`src/rtl/mac_accumulate_stage.sv`:
```
// mac_accumulate_stage: streaming multiply-accumulate back end summing product packets into a wide accumulator.
// Build option: define MAC_ACCUMULATE_STAGE_SAT_EN to clamp the sum at all ones on overflow instead of wrapping.
module mac_accumulate_stage #(
    parameter int PROD_W = 32,
    parameter int ACC_W  = 40,
    parameter int CNT_W  = 8
) (
    input  logic              clk,
    input  logic              rst,
    input  logic              in_valid,
    output logic              in_ready,
    input  logic [PROD_W-1:0] in_product,
    input  logic              in_last,
    output logic              out_valid,
    input  logic              out_ready,
    output logic [ACC_W-1:0]  out_acc,
    output logic [CNT_W-1:0]  out_count,
    output logic              out_ovf
);
    typedef enum logic [1:0] {IDLE, ACC, HOLD} state_t;
    state_t state, state_nx;
    logic [ACC_W-1:0] acc, acc_nx;
    logic [CNT_W-1:0] count, count_nx;
    logic ovf, ovf_nx;
    logic [ACC_W:0] sum;
    logic take;
    assign in_ready  = state != HOLD;
    assign out_valid = state == HOLD;
    assign take      = in_valid & in_ready;
    assign sum       = {1'b0, acc} + (ACC_W+1)'(in_product);
    assign out_acc   = acc;
    assign out_count = count;
    assign out_ovf   = ovf;
    always_comb begin
        state_nx = state;
        acc_nx   = acc;
        count_nx = count;
        ovf_nx   = ovf;
        case (state)
            IDLE: if (take) begin
                acc_nx   = ACC_W'(in_product);
                count_nx = CNT_W'(1);
                ovf_nx   = 1'b0;
                state_nx = in_last ? HOLD : ACC;
            end
            ACC: if (take) begin
`ifdef MAC_ACCUMULATE_STAGE_SAT_EN
                // once clamped, ovf keeps the sum pinned for the rest of the packet
                acc_nx   = (sum[ACC_W] | ovf) ? '1 : sum[ACC_W-1:0];
`else
                acc_nx   = sum[ACC_W-1:0];
`endif
                count_nx = &count ? count : count + CNT_W'(1);
                ovf_nx   = ovf | sum[ACC_W];
                state_nx = in_last ? HOLD : ACC;
            end
            HOLD: if (out_ready) begin
                acc_nx   = '0;
                count_nx = '0;
                ovf_nx   = 1'b0;
                state_nx = IDLE;
            end
            default: begin
                acc_nx   = '0;
                count_nx = '0;
                ovf_nx   = 1'b0;
                state_nx = IDLE;
            end
        endcase
    end
    always_ff @(posedge clk) begin
        if (rst) begin
            state <= IDLE;
            acc   <= '0;
            count <= '0;
            ovf   <= 1'b0;
        end else begin
            state <= state_nx;
            acc   <= acc_nx;
            count <= count_nx;
            ovf   <= ovf_nx;
        end
    end
endmodule

```
`config.mk`:
```
export PLATFORM = sky130hd
export DESIGN_NAME = mac_accumulate_stage
export DESIGN_NICKNAME = d
export VERILOG_FILES = /design/src/rtl/mac_accumulate_stage.sv
export SDC_FILE = /design/constraint.sdc
export NUM_CORES = 1
export LEC_CHECK = 0
export BUFFER_PORTS_ARGS = -buffer_cell sky130_fd_sc_hd__buf_2
export CAP_MARGIN = 20
export CORE_UTILIZATION = 35
export CTS_BUF_LIST = sky130_fd_sc_hd__clkbuf_4 sky130_fd_sc_hd__clkbuf_8
export CTS_CLUSTER_SIZE = 8
export DETAILED_ROUTE_END_ITERATION = 7
export SLEW_MARGIN = 15
export SYNTH_ARGS = -nofsm -noshare
export SYNTH_HDL_FRONTEND = slang
export SYNTH_SLANG_ARGS = --single-unit
```
`constraint.sdc`:
```
create_clock -name clk -period 5.6 [get_ports clk]
set_input_delay 0.56 -clock clk [delete_from_list [all_inputs] [get_ports clk]]
set_output_delay 0.56 -clock clk [all_outputs]
set_load 0.005 [all_outputs]
```
==> impl_results.md <==
* Hold WS at 0.431 ns
* Placed Area at 4690 sq um
* Vias in the first global route at 4137
* Clock tree buffer depth at 2
* Power Density at 209 nW/um^2
* Clock skew at 0.0130 ns
* Slowest-stage cell, CP: or4_1
* WL final at 12.0 mm
* Final setup viols at 0
* Post-cts resize count at 0
* Die width at 111 um
* Worst IR Drop VDD at 0.107 mV
* PortBufs at 87
* Yosys top cell by area: dfxtp_1
* Xor and xnor fraction of the mapped netlist area at 5.47%
* Num CTS Buffers at 5
* P_leak at 2.20 nW
* Max Cap Viol at 0
* Max transition margin at 40.5%
* Starting Density at 36.1%
* Critical path type: flop to flop
* Initial antenna violation count at 2
* # Post-CTS Setup Buffers at 0
* H-tree levels at 2
* Dominant synthesized flop cell: dfxtp_1
* Async SR Flop Fraction at 0%
* Setup TNS at 0 ns
* Die area at 12300 sq um
* Yosys top cell area share at 24.5%
* CP Data Required Time at 5.86 ns
* Avg WL per Cell at 16.0 um
* Synth Area in Adders at 10.4%
* HP Class: primary input to flop
* RePlAce Congestion at 0.866
* CTS tree: built
* Hold depth at 2
* Fin cells at 755
* Root Driver: clkbuf_8
* Fmax at 347 MHz
* Via count at 4333
* Sequential share of the synthesized area at 24.5%
* Hold Startpoint: in_last
* Drt pass-1 iters at 6
* Period utilisation layout at 51.4%
* Synth Area in Compound Gates at 29.8%
* Ports at 88
* R2r startpoint: out_acc[0]
* Drt initial violations at 293
* Hold-fix buffers, CTS at 0
* Worst Path Max Fanout at 7
* Final Util at 41.6%
* Syn_area_per_cell at 7.71 sq um
* Area contributors post-synth: dfxtp_1 (25%), ha_1 (9.9%), a21oi_1 (6.3%)
* Critical-path cell list: ha_1 -> fa_1 -> a211oi_2 -> o21ai_2 -> a21oi_2 -> o31a_1 -> a21o_1 -> o211a_1 -> or4_1 -> a21oi_1
* Post-synthesis simple-gate area fraction at 21.9%
* Mux cell area share after synthesis at 4.06%
* Max incr delay on CP at 0.42 ns
* Setup repair after global routing missed its margin: false
* Total grt overflow at 0
* Commonest cells after routing, fill and taps aside: buf_2 (87), a21oi_1 (52), nor2_1 (51)
* CP endpoint kind: flop
* Final HPWL from detailed placement at 9.06 mm
* Worst setup margin at 2.72 ns
* DRC at 16
* EDFF count, synth at 0
* Hold Path End: state[0]
* Synthesized net count at 611
* Largest family of logic cells by synthesized area: compound AO/OA/AOI/OAI gates
* #FFs+latches synth at 51
* Core region area at 11500 sq um
* Minimum clock period at 2.88 ns
* Synth unique cells at 61
* Final Max Tran Viols at 0
* Worst path arrival time at 3.14 ns
* Dpl ws at 2.47 ns
* Non-Filler Cell Area, Final at 4790 sq um
* Commonest non-fill, non-tap cell in the layout: buf_2
* Mapped cell area at 4160 sq um
* CTS clk-pin slew, worst paths at 0.11 ns
* Area delta synth->final at 15.2%
* NumNets Final at 680
* Vias per cell at 5.74
* ANT nets after route at 0
* Share of layout cells above drive strength 1 at 19.0%
* Worst path bufs/invs at 0
* Startpoint class of the critical path: flop
* Hold Vio Cnt, Final at 0
* Largest net degree at the start of global routing at 49
* Worst skew pair latency at 0.32 ns
* Reg2reg end: out_acc[34]
* Power Total at 1.00 mW
* Failing checks: DRC
* Num Clock Sinks at 51
* CP top delay family: compound AO/OA/AOI/OAI gates
* Worst R2R Path Depth at 10
* Dpl cells at 745
* Synth Instances at 540
* Die H at 111 um
* Cell Rows at 39
* Flop2flop setup slack at 2.72 ns
* Status: finished, violations left
* Yosys Warn Count at 0
* Total GRT Usage at 19.8%
* Worst-Margin Slew at 0.893 ns
* First-pass GRT wire length at 20.0 mm
* Critical path depth at 10
==> where the power goes <==
part / total, mW / switching, mW / leakage [nW] / internal [mW]
Sequential: 0.406 / 0.0231 / 0.417 / 0.383
Combinational: 0.352 / 0.202 / 1.74 / 0.149
Clock: 0.245 / 0.143 / 0.0474 / 0.101
Total: 1.00 / 0.369 / 2.20 / 0.634
==> flip-flops by register name, indices dropped and copies added (netlist names) <==
register   cells
out_acc       40
state          2
out_ovf        1
out_count      8
==> cell usage after synthesis, types with 11 or more instances <==
library cell / number
o21ai_0: 32
dfxtp_1: 51
a22oi_1: 15
inv_1: 13
ha_1: 33
nand3_1: 17
clkbuf_1: 16
and3_1: 12
a21oi_1: 52
nor2_1: 51
nand2_1: 44
nor3_1: 13
a21o_1: 18
xnor2_1: 18
o22ai_1: 11
==> layer usage <==
metal	part of all wire, %	vias to the layer above	global-route usage [%]
met5	0	-	0
met4	1.4	0	5.23
met3	7.9	11	4.26
met2	47	142	33.8
met1	44	2016	25.3
li1	-	2164	-
==> worst max path at each step <==
stage          slack (ns)           from           end
2_1_floorplan        2.86  in_product[0]   out_acc[16]
5_1_grt              2.49       state[1]   out_acc[35]
3_3_place_gp         2.52  in_product[0]   out_acc[16]
6_report             2.72     out_acc[0]   out_acc[34]
3_5_place_dp         2.47  in_product[0]   out_acc[16]
4_1_cts              2.47       state[0]  out_count[5]
==> area by class of cell <==
cell class	count	area (sq um)
antenna	2	5.00
clock buffer	6	82.6
clock inverter	2	16.3
fill	1210	6720
inverter	13	48.8
multi-input combinational	449	2990
sequential	51	1020
tap	143	179
timing repair buffer	89	450
==> cells by family after synthesis <==
group	count (synthesis)
AOI/OAI and AO/OA	189
xor gates and xnor gates	26
adders and majority gates	34
buffers and inverters	40
DFF	51
muxes	16
and+or+nand+nor	184
No activity file was read; power rests on OpenSTA's default activity.
